**src/rtl/spike_tx_pkg.sv**
```systemverilog
// Shared types and constants for the spike frame transmitter.
// The repetition counter width applies only when FRAME_REPEAT_EN is defined.
package spike_tx_pkg;

    typedef enum logic {
        IDLE = 1'b0,
        SEND = 1'b1
    } state_e;

    localparam int REP_W = 4;

    function automatic int calc_beats(input int inputs, input int byte_w);
        return inputs / byte_w;
    endfunction

    function automatic int idx_width(input int n);
        return (n > 1) ? $clog2(n) : 1;
    endfunction

endpackage

```
**src/rtl/spike_frame_tx_if.sv**
```systemverilog
// Frame-in / byte-out bundle of the spike frame transmitter.
// The repeat_cnt signal exists only when FRAME_REPEAT_EN is defined.
interface spike_frame_tx_if #(
    parameter int INPUTS = 32,
    parameter int BYTE_W = 8
);
    import spike_tx_pkg::*;

    logic [INPUTS-1:0] frame_in;
    logic              frame_valid;
    logic              frame_ready;
`ifdef FRAME_REPEAT_EN
    logic [REP_W-1:0]  repeat_cnt;
`endif
    logic [BYTE_W-1:0] byte_out;
    logic              byte_valid;
    logic              frame_start;
    logic              frame_done;
    logic              busy;

    // Transmitter side.
    modport slave (
`ifdef FRAME_REPEAT_EN
        input  repeat_cnt,
`endif
        input  frame_in, frame_valid,
        output frame_ready, byte_out, byte_valid, frame_start, frame_done, busy
    );

    // Spike source / consumer side.
    modport master (
`ifdef FRAME_REPEAT_EN
        output repeat_cnt,
`endif
        output frame_in, frame_valid,
        input  frame_ready, byte_out, byte_valid, frame_start, frame_done, busy
    );

endinterface

```
**src/rtl/spike_beat_counter.sv**
```systemverilog
// Beat and repetition counters for the spike frame transmitter.
// The repetition counter and its limit exist only when FRAME_REPEAT_EN is defined.
module spike_beat_counter
    import spike_tx_pkg::*;
#(
    parameter int BEATS  = 4,
    parameter int BEAT_W = 2
) (
    input  logic              clk,
    input  logic              reset,
    input  logic              load,
    input  logic              advance,
`ifdef FRAME_REPEAT_EN
    input  logic [REP_W-1:0]  rep_limit,
`endif
    output logic [BEAT_W-1:0] beat_nxt,
    output logic              nxt_final,
    output logic              last_beat,
    output logic              last_rep
);

    localparam logic [BEAT_W-1:0] LAST_BEAT = BEAT_W'(BEATS - 1);

    logic [BEAT_W-1:0] beat_q, beat_d;

    assign last_beat = (beat_q == LAST_BEAT);
    assign beat_nxt  = beat_d;

`ifdef FRAME_REPEAT_EN
    logic [REP_W-1:0] rep_q, rep_d;
    logic [REP_W-1:0] lim_q, lim_d;

    assign last_rep  = (rep_q == lim_q);
    assign nxt_final = (beat_d == LAST_BEAT) && (rep_d == lim_d);

    always_comb begin
        beat_d = beat_q;
        rep_d  = rep_q;
        lim_d  = lim_q;
        if (load) begin
            beat_d = '0;
            rep_d  = '0;
            lim_d  = rep_limit;
        end else if (advance) begin
            beat_d = last_beat ? '0 : beat_q + 1'b1;
            rep_d  = last_beat ? rep_q + 1'b1 : rep_q;
        end
    end

    always_ff @(posedge clk) begin
        if (reset) begin
            beat_q <= '0;
            rep_q  <= '0;
            lim_q  <= '0;
        end else begin
            beat_q <= beat_d;
            rep_q  <= rep_d;
            lim_q  <= lim_d;
        end
    end
`else
    // Without repetition every pass through the frame is the final one.
    assign last_rep  = 1'b1;
    assign nxt_final = (beat_d == LAST_BEAT);

    always_comb begin
        beat_d = beat_q;
        if (load) begin
            beat_d = '0;
        end else if (advance) begin
            beat_d = last_beat ? '0 : beat_q + 1'b1;
        end
    end

    always_ff @(posedge clk) begin
        if (reset) begin
            beat_q <= '0;
        end else begin
            beat_q <= beat_d;
        end
    end
`endif

endmodule

```
**src/rtl/spike_frame_tx.sv**
```systemverilog
// Spike frame transmitter: latches a frame and streams it out one byte per cycle,
// lowest byte first. Optional frame repetition is enabled by FRAME_REPEAT_EN.
module spike_frame_tx
    import spike_tx_pkg::*;
#(
    parameter int INPUTS = 32,
    parameter int BYTE_W = 8
) (
    input  logic                   clk,
    input  logic                   reset,
    spike_frame_tx_if.slave        bus
);

    localparam int BEATS  = calc_beats(INPUTS, BYTE_W);
    localparam int BEAT_W = idx_width(BEATS);

    state_e            state_q, state_d;
    logic [INPUTS-1:0] frame_q, frame_d;
    logic [BYTE_W-1:0] byte_out_q, byte_out_d;
    logic              byte_valid_q, byte_valid_d;
    logic              frame_start_q, frame_start_d;
    logic              frame_done_q, frame_done_d;

    logic              load, advance, accept, frame_ready;
    logic              last_beat, last_rep, nxt_final;
    logic [BEAT_W-1:0] beat_nxt;
    int                beat_sel;

    spike_beat_counter #(
        .BEATS  (BEATS),
        .BEAT_W (BEAT_W)
    ) u_cnt (
        .clk       (clk),
        .reset     (reset),
        .load      (load),
        .advance   (advance),
`ifdef FRAME_REPEAT_EN
        .rep_limit (bus.repeat_cnt),
`endif
        .beat_nxt  (beat_nxt),
        .nxt_final (nxt_final),
        .last_beat (last_beat),
        .last_rep  (last_rep)
    );

    // Ready in IDLE and on the final beat, so a waiting frame follows with no bubble.
    assign frame_ready = !reset && ((state_q == IDLE) || (last_beat && last_rep));
    assign accept      = bus.frame_valid && frame_ready;

    always_comb begin
        state_d       = state_q;
        frame_d       = frame_q;
        load          = 1'b0;
        advance       = 1'b0;
        frame_start_d = 1'b0;
        case (state_q)
            IDLE: begin
                if (accept) begin
                    load          = 1'b1;
                    frame_d       = bus.frame_in;
                    frame_start_d = 1'b1;
                    state_d       = SEND;
                end
            end
            SEND: begin
                if (last_beat && last_rep) begin
                    if (accept) begin
                        load          = 1'b1;
                        frame_d       = bus.frame_in;
                        frame_start_d = 1'b1;
                    end else begin
                        state_d = IDLE;
                    end
                end else begin
                    advance = 1'b1;
                end
            end
            default: state_d = IDLE;
        endcase

        // Output registers hold the beat that the counters point at after this edge.
        byte_valid_d = load || advance;
        frame_done_d = byte_valid_d && nxt_final;
        beat_sel     = int'(beat_nxt) * BYTE_W;
        byte_out_d   = byte_valid_d ? frame_d[beat_sel +: BYTE_W] : '0;
    end

    always_ff @(posedge clk) begin
        if (reset) begin
            state_q       <= IDLE;
            byte_out_q    <= '0;
            byte_valid_q  <= 1'b0;
            frame_start_q <= 1'b0;
            frame_done_q  <= 1'b0;
        end else begin
            state_q       <= state_d;
            byte_out_q    <= byte_out_d;
            byte_valid_q  <= byte_valid_d;
            frame_start_q <= frame_start_d;
            frame_done_q  <= frame_done_d;
        end
        frame_q <= frame_d;
    end

    assign bus.frame_ready = frame_ready;
    assign bus.byte_out    = byte_out_q;
    assign bus.byte_valid  = byte_valid_q;
    assign bus.frame_start = frame_start_q;
    assign bus.frame_done  = frame_done_q;
    assign bus.busy        = (state_q == SEND);

endmodule

```
**src/flat_wrapper.sv**
```systemverilog
// flat-port wrapper written by rule: the top's interface ports become plain ports
module spike_frame_tx_flat import spike_tx_pkg::*;
#(
    parameter int INPUTS = 32,
    parameter int BYTE_W = 8
)
  (clk, reset, bus_frame_in, bus_frame_valid, bus_frame_ready, bus_byte_out, bus_byte_valid, bus_frame_start, bus_frame_done, bus_busy);
  spike_frame_tx_if #(.INPUTS(INPUTS), .BYTE_W(BYTE_W)) bus_i ();
  input  logic clk;
  input  logic reset;
  input wire logic [$bits(bus_i.frame_in)-1:0] bus_frame_in;
  input wire logic [$bits(bus_i.frame_valid)-1:0] bus_frame_valid;
  output wire logic [$bits(bus_i.frame_ready)-1:0] bus_frame_ready;
  output wire logic [$bits(bus_i.byte_out)-1:0] bus_byte_out;
  output wire logic [$bits(bus_i.byte_valid)-1:0] bus_byte_valid;
  output wire logic [$bits(bus_i.frame_start)-1:0] bus_frame_start;
  output wire logic [$bits(bus_i.frame_done)-1:0] bus_frame_done;
  output wire logic [$bits(bus_i.busy)-1:0] bus_busy;
  assign bus_i.frame_in = bus_frame_in;
  assign bus_i.frame_valid = bus_frame_valid;
  assign bus_frame_ready = bus_i.frame_ready;
  assign bus_byte_out = bus_i.byte_out;
  assign bus_byte_valid = bus_i.byte_valid;
  assign bus_frame_start = bus_i.frame_start;
  assign bus_frame_done = bus_i.frame_done;
  assign bus_busy = bus_i.busy;
  spike_frame_tx #(.INPUTS(INPUTS), .BYTE_W(BYTE_W)) u_core (.clk(clk), .reset(reset), .bus(bus_i));
endmodule
```
**config.mk**
```make
export PLATFORM = sky130hd
export DESIGN_NAME = spike_frame_tx_flat
export DESIGN_NICKNAME = d
export VERILOG_FILES = /design/src/rtl/spike_tx_pkg.sv /design/src/rtl/spike_frame_tx_if.sv /design/src/rtl/spike_beat_counter.sv /design/src/rtl/spike_frame_tx.sv /design/src/flat_wrapper.sv
export SDC_FILE = /design/constraint.sdc
export NUM_CORES = 1
export LEC_CHECK = 0
export ABC_AREA = 1
export CORE_AREA = 8 8 89 51
export DETAILED_ROUTE_END_ITERATION = 10
export DIE_AREA = 0 0 97 59
export DONT_BUFFER_PORTS = 1
export MAX_ROUTING_LAYER = met4
export PLACE_DENSITY = 0.83
export SLEW_MARGIN = 10
export SYNTH_ARGS = -nofsm -noshare
export SYNTH_HDL_FRONTEND = slang
export SYNTH_SLANG_ARGS = --single-unit
```
**constraint.sdc**
```tcl
create_clock -name clk -period 2.55 [get_ports clk]
set_clock_uncertainty 0.1 [all_clocks]
set_input_delay 0.255 -clock clk [delete_from_list [all_inputs] [get_ports clk]]
set_output_delay 0.255 -clock clk [all_outputs]
set_load 0.005 [all_outputs]
```
==> run summary, run 1 <==
The run finished with clean final reports. At the end of the flow, the number of nets in the layout was 327. Setup repair after global routing left no endpoint under its margin. The highest achievable clock rate is 514 MHz, and the ratio of cells with drive above 1 in the final layout is 0.0651.

The worst setup slack after layout is 0.606 ns, and the count of max-cap constraint violations is 0. By startpoint and endpoint, the worst setup path is classified as reg2reg. Once the clock tree was built, the setup fixing pass inserted 0 buffers.

The clock net in this run drives a total of 46 sinks. The shortest clock period the worst path allows after layout was 1.94 ns. Across all register-to-register paths, the minimum setup slack is 0.61 ns. During placement, the flow inserted port buffers numbering 0. The number of global-route vias before repair was 1631; the number of different library cells in the post-synthesis netlist was 18.

The power share of the sequential group came out at 0.529. The startpoint identified for the worst register-to-register timing path is u_core.u_cnt.beat_q[0]. Data on the critical path arrives at its endpoint at 2.07 ns. The routed via count came out at 1719.

In the layout the commonest cells are sky130_fd_sc_hd__nand2_1, sky130_fd_sc_hd__inv_1, sky130_fd_sc_hd__dfxtp_1. The run gives 5 as the number of buffers created by CTS. For the routed wire length, the log shows 4620 µm. For the worst flop-to-flop path, the logic depth is 10. For this run the aggregate overflow at the end of global routing stands at 0.

The count of buffer and inverter cells on the critical path is 2. Pin count of the biggest net entering global routing: 35. The final period utilization works out to 0.762. The actual slew at the worst max-slew pin is 0.374 ns. The number of nets in the synthesized netlist is 332. Kind of start point of the critical path: a register. The width of the die was 97 µm; the fraction of power spent switching nets was 0.297.

The critical-path cell with the highest stage delay was sky130_fd_sc_hd__dfxtp_1. The library cell used as clock root buffer is sky130_fd_sc_hd__clkbuf_8. The beginning of the worst hold path was bus_frame_valid. In this run the power spent charging and discharging nets is 488 µW. Top cell family by delay on the critical path: simple AND/OR/NAND/NOR gates.

The die covers 5720 µm². In this run the remaining antenna-violating nets after routing total 0. The hold violation total from the final report is 0. The commonest non-fill, non-tap cell in the layout is sky130_fd_sc_hd__nand2_1. Dividing total power by cell area gives a power density of 770 nW/µm². In the routed layout, each cell is associated on average with a via count of 5.15.

The logs give 0.277 for the share of total power in the clock network and 3310 µm for the HPWL after detailed placement. TritonCTS built the clock tree. The biggest fanout along the worst timing path was 16. The worst hold-check path type is in2reg. 48 I/O pins were placed. After routing the design area is 2140 µm². For the worst setup path, the data required time is 2.68 ns. The sequential cell area fraction in the yosys report is 0.449, and the latest clock arrival within the worst-skew pair is 0.30 ns.

The clock tree synthesis step divided the H-tree into 2 levels. For this run, design rule violations remaining after detail routing come to 0. The first global-routing pass estimated 7810 µm of wire. The region available for standard cell placement spans 3280 µm². Summed over all cells, the static leakage comes to 0.00120 µW. The worst slew slack as a fraction of its limit is 0.750, and the area growth from synthesis to final layout is 4.21%.

In this design, the stage delay of the slowest critical-path cell is 0.33 ns. The number of max-slew violations in the final report is 0, and the number of design-rule violations left by the first detailed-router iteration is 83. The combinational share of power was 0.194.

The cell seen most often among critical-path stages is sky130_fd_sc_hd__nand2_1. The run gives 0.174 as the global routing usage summed across all routing layers. STA classifies the critical path endpoint as a register. Gates resized during post-CTS repair numbered 0. The cell area that synthesis handed to floorplanning was 2050 µm². The logs give 0 for the number of setup violations in the final report and 0 for the antenna cell count.

The clock passes through at most 2 buffers. In the final routed layout, each cell accounts on average for 13.8 µm. The logs give 0 for the number of warning messages in the yosys log and 0.846 for the final weighted congestion of routability-driven global placement. The average size of a mapped cell works out to 6.92 µm². The number of synthesized register bits was 46; the starting density of the core was 0.624. Summing all placed instances gives a cell area of 2030 µm². The tools report the total number of placement rows as 15. The chip height came out at 59 µm. The path with the worst hold slack has its endpoint at u_core.bus.busy.

Walking the worst path, the cells encountered are ha_1 > inv_1 > nand2_2 > nand3_4 > inv_2 > nor2_4 > nand2_1 > nand2_1 > nand2_1 > a21oi_1. After clock tree synthesis, the clock-pin slew on the worst setup and hold paths is 0.08 ns. The worst-case IR drop observed on VDD is 0.466 mV.

The tools report the post-route worst hold slack as 0.0283 ns. The first detailed-routing pass ran for 4 iterations. In the synthesized netlist, the number of instances is 296. The worst hold path was traced through 2 stages. Timing analysis after detailed placement gives a worst setup slack of 0.588 ns. The cts-stage hold buffer count was 1. End of the worst register-to-register path: u_core.bus.byte_out[5]. For the final routed database, the setup TNS stands at 0 ns. The start point of the critical path is u_core.u_cnt.beat_q[0].

The internal power contribution came out at 1160 µW. Number of antenna violations at the first check in global routing: 0.
-- stage by stage --
step | cells | util | total power, µW
floorplan | 296 | - | 1150
global placement | 325 | 0.619 | 1190
detailed placement | 325 | 0.619 | 1200
CTS | 334 | 0.650 | 1650
global route | 334 | 0.650 | 1740
finish | 334 | 0.650 | 1640
-- synthesized netlist by cell type --
cell                       count  area share
sky130_fd_sc_hd__buf_6         2       0.011
sky130_fd_sc_hd__buf_4         2      0.0073
sky130_fd_sc_hd__a21oi_1      10       0.024
sky130_fd_sc_hd__nor2_1        2      0.0037
sky130_fd_sc_hd__inv_2         4      0.0073
sky130_fd_sc_hd__clkbuf_1      6       0.011
sky130_fd_sc_hd__dfxtp_1      46        0.45
sky130_fd_sc_hd__o21ai_1       1      0.0024
sky130_fd_sc_hd__nand2_1     116        0.21
sky130_fd_sc_hd__inv_1        53       0.097
sky130_fd_sc_hd__nand3_1       9       0.022
sky130_fd_sc_hd__nor2_4        2       0.011
sky130_fd_sc_hd__nand4_1      32       0.098
sky130_fd_sc_hd__buf_2         6       0.015
sky130_fd_sc_hd__nand3_4       2       0.017
sky130_fd_sc_hd__ha_1          1      0.0061
sky130_fd_sc_hd__nand2_2       1      0.0031
sky130_fd_sc_hd__nor3_1        1      0.0024
-- final cells by class --
cell class / count / area, µm²
well taps: 42 / 52.6
repair buffers: 4 / 32.5
fillers: 303 / 1150
clock buffers: 7 / 86.3
flip-flops and latches: 46 / 921
inverters: 57 / 214
multi-input cells: 177 / 825
clock inverters: 1 / 5.00
-- state kept, by name (all words and copies together), names as in the netlist --
register and flops:
u_core.bus.byte_out 8, u_core.bus.frame_done 1, u_core.bus.byte_valid 1, u_core.bus.frame_start 1
u_core.bus.busy 1, u_core.frame_q 32, u_core.u_cnt.beat_q 2
-- cell families (layout without fill, tap and decap cells) --
kind of cell | Yosys count | count (layout) | share of synthesized area
fa+ha+maj | 1 | 1 | 0.00610
buf+inv | 73 | 69 | 0.148
simple gates | 165 | 165 | 0.369
compound gates | 11 | 11 | 0.0269
flops | 46 | 46 | 0.449
-- routing by layer --
metal  global-route usage  share of wire  up-vias
li1                     -              -      903
met1                0.221           0.50      765
met2                0.240           0.41       45
met3               0.0733          0.083        6
met4               0.0629         0.0097        0
met5                    -              0        -
-- power by group through the flow --
stage,Clock [µW],Combinational [µW],Sequential (µW)
floorplan,0,273,874
global placement,0,307,884
detailed placement,0,315,887
CTS,464,319,871
global route,491,373,880
finish,455,320,869
-- how the worst max path moves through the flow --
stage                              to  depth (start not counted)
4_1_cts        u_core.bus.byte_out[5]                         10
3_5_place_dp   u_core.bus.byte_out[5]                         10
2_1_floorplan  u_core.bus.byte_out[0]                          9
6_report       u_core.bus.byte_out[5]                         10
3_3_place_gp   u_core.bus.byte_out[5]                         10
5_1_grt        u_core.bus.byte_out[4]                         10
(Power assumes the default switching activity.)
==> inputs of run 2 (changes only) <==
--- a/config.mk
+++ b/config.mk
@@ -6,12 +6,12 @@
 export NUM_CORES = 1
 export LEC_CHECK = 0
 export ABC_AREA = 1
-export CORE_AREA = 8 8 89 51
+export CORE_AREA = 8 8 91 52
 export DETAILED_ROUTE_END_ITERATION = 10
-export DIE_AREA = 0 0 97 59
+export DIE_AREA = 0 0 99 60
 export DONT_BUFFER_PORTS = 1
 export MAX_ROUTING_LAYER = met4
-export PLACE_DENSITY = 0.83
+export PLACE_DENSITY = 0.8
 export SLEW_MARGIN = 10
 export SYNTH_ARGS = -nofsm -noshare
 export SYNTH_HDL_FRONTEND = slang
==> constraint.sdc (replaced) <==
create_clock -name clk -period 1.9 [get_ports clk]
set_clock_uncertainty 0.1 [all_clocks]
set_input_delay 0.19 -clock clk [delete_from_list [all_inputs] [get_ports clk]]
set_output_delay 0.19 -clock clk [all_outputs]
set_load 0.005 [all_outputs]
==> run 2 against run 1 <==
Flip-flop and latch count is the same. Combinational power up 54%. Largest cell class unchanged. Non-clock buffer count up 24. Highest routed layer unchanged. Clock power grew 61%. Routed wire length up 11%. Register-to-register slack worse by 0.43 ns.
==> run summary, run 2 (synthesized netlist as in run 1, its figures left out) <==
The routed via count came out at 1837 (+6.9%). The routed wire length came out at 5140 µm (+11%). The count of max-cap constraint violations was 0 (unchanged); the area of the die was 5940 µm² (+3.8%). STA classifies the critical path endpoint as a register.

Final cell count without fillers: 360 (+7.8%). The shortest clock period the worst path allows after layout is 1.73 ns (-0.216 ns). From synthesis to final layout, the design area changed by 17.3%. For the data arrival time of the worst path, the log shows 1.86 ns (-0.21 ns). The worst setup path is of the reg2reg kind.

The tools report the number of design-rule violations left by the first detailed-router iteration as 88 (+6.0%). The via-per-instance ratio was 5.10 (-0.85%); the latest clock arrival within the worst-skew pair was 0.30 ns (about the same). For the total number of clock tree sinks, the log shows 46 (unchanged). For the switching power of the nets, the log shows 673 µW (+38%). The logs give 0 (unchanged) for the hold violation total from the final report and 332 (+2.2%) for the cell count after placement.

The average wire per cell in the routed design was 14.3 µm (+3.3%); the combinational share of power was 0.206 (+0.012). The tools report the post-detailed-route count of antenna-violating nets as 0 (unchanged). The tools report the pin count of the biggest net entering global routing as 22 (-37%). Number of max-slew violations in the final report: 0 (unchanged).

The internal power contribution came out at 1720 µW (+49%). Cell seen most often among critical-path stages: sky130_fd_sc_hd__nand2_1. Biggest fanout along the worst timing path: 10 (-6).

The top register by number of flip-flops is u_core.frame_q. The layout net count was 351 (+7.3%); the power share of the sequential group was 0.488 (-0.041). Standard cell core area: 3580 µm² (+9.1%).

The run gives 1793 (+9.9%) as the number of global-route vias before repair. The flip-flop count of the largest register, all copies and words added is 32 (unchanged). TritonCTS built the clock tree. Final period utilization: 0.909 (+0.147). Number of setup violations in the final report: 0 (unchanged). The number of buffers created by CTS is 5 (unchanged), and the remaining routing DRC violations is 0 (unchanged). The power density relative to cell area was 995 nW/µm² (+29%). Total number of placement rows: 16 (+1).

Kind of start point of the critical path: a register. Leakage power figure: 0.00133 µW (+10%). The tools report the share of total power in the clock network as 0.306 (+0.029).

The worst slew slack as a fraction of its limit is 0.440 (-0.310), and the post-place instance area is 2070 µm² (+1.7%). The tools report the starting density of the core as 0.572 (-0.0521). The highest achievable clock rate is 579 MHz (+13%). Cell area after layout: 2400 µm² (+13%).

The flow ran to the end, and the final reports show no timing, DRC or antenna violations. The width of the die is 99 µm (+2.1%). The actual slew at the worst max-slew pin is 0.840 ns (+0.466 ns), and the final weighted congestion of routability-driven global placement is 0.891 (+5.3%). The critical path goes through ha_1 > inv_1 > nand2_4 > nand2_2 > nand2_1 > nor2_4 > buf_4 > nand2_1 > nand2_1 > nand2_1 > a21oi_1. The delay contributed by the slowest stage of the critical path is 0.33 ns (about the same). The slowest stage of the critical path belongs to the cell sky130_fd_sc_hd__dfxtp_1.

The tools report the library cell used as clock root buffer as sky130_fd_sc_hd__clkbuf_8. The CTS H-tree depth was 2 (unchanged). The run gives 5 (+1) as the total iterations of the first detailed-routing run. The library cell used most frequently in the layout, excluding fill and tap cells, is sky130_fd_sc_hd__nand2_1.

The HPWL after detailed placement was 3380 µm (+1.9%); the total of buffers placed on input and output ports was 0 (unchanged). The chip height was 60 µm (+1.7%). The tools report the number of I/O pins as 48 (unchanged). The global routing usage summed across all routing layers was 0.187 (+0.0123); the flop-to-flop setup slack was 0.17 ns (-0.43 ns).

The ratio of cells with drive above 1 in the final layout works out to 0.0762 (+0.0111). The run gives 8370 µm (+7.2%) as the first-pass GRT wire length. Worst hold-check path type: in2reg. The fraction of power spent switching nets is 0.281 (-0.0156), and the number of antenna violations at the first check in global routing is 0 (unchanged). The tools report the critical path required time as 2.03 ns (-0.65 ns).

The tools report the antenna cell count as 0 (unchanged). For the clock tree buffer depth, the log shows 2 (unchanged). In the layout the commonest cells are sky130_fd_sc_hd__nand2_1, sky130_fd_sc_hd__inv_1, sky130_fd_sc_hd__dfxtp_1.

The logs give 0 (unchanged) for the leftover overflow at the end of global routing and 0.502 mV (+7.9%) for the peak supply drop. The clock transition at the register clock pins on the worst setup and hold paths after CTS was 0.08 ns (about the same).
## run 2: path summary, 6_finish.rpt
path	startpoint	endpoint	depth (start not counted)
setup / recovery	u_core.u_cnt.beat_q[0]	u_core.bus.byte_out[2]	11
hold / removal	bus_frame_valid	u_core.frame_q[13]	3
setup reg to reg	u_core.u_cnt.beat_q[0]	u_core.bus.byte_out[2]	11
hold reg to reg	u_core.frame_q[31]	u_core.frame_q[31]	2
## run 2: cell type report
type | instances | area [µm²]
clock buffers | 6 | 82.6
inverters | 57 | 214
well taps | 45 | 56.3
fillers | 306 | 1180
clock inverters | 1 | 30.0
flip-flops and latches | 46 | 921
repair buffers | 28 | 269
multi-input cells | 177 | 832
## run 2: metrics by stage
| step | total power [µW] | hold WS, ns | utilization | setup TNS, ns | setup slack [ns] |
|---|---|---|---|---|---|
| global route | 2540 | 0.00993 | 0.671 | -0.0172 | -0.0172 |
| detailed placement | 1620 | 0.163 | 0.577 | 0 | 0.121 |
| CTS | 2390 | 0.000485 | 0.667 | 0 | 0.0994 |
| floorplan | 1540 | 0.159 | - | 0 | 0.342 |
| finish | 2390 | 0.00921 | 0.671 | 0 | 0.172 |
| global placement | 1610 | 0.163 | 0.577 | 0 | 0.176 |
## run 2: power by group through the flow
| stage | Combinational [µW] | Clock, µW | Sequential [µW] |
|---|---|---|---|
| after CTS | 482 | 742 | 1170 |
| after floorplan | 366 | 0 | 1170 |
| after global placement | 422 | 0 | 1190 |
| after global routing | 566 | 793 | 1190 |
| after detailed placement | 434 | 0 | 1190 |
| final | 492 | 732 | 1170 |
## run 2: timing repair
item | in CTS | in global routing
buffers inserted | 0 | 0
gates resized for setup | 0 | 4
endpoints found under the hold margin | 25 | 0
hold buffers | 21 | 0
endpoints found under the setup margin | 0 | 8
## run 2: critical path: cells and delay by family (launching register included)
kind                       cells  cell delay (ns)
and+or+nand+nor                7             0.65
buffers and inverters          2             0.27
DFF                            1             0.33
adders and majority gates      1             0.19
AOI/OAI and AO/OA              1             0.13
## run 2: layer usage
metal  track usage  wire length, µm  vias to the layer above
li1              -                -                      949
met1         0.240             2520                      834
met2         0.260             2190                       48
met3        0.0755              393                        6
met4        0.0562               47                        0
met5             -                0                        -
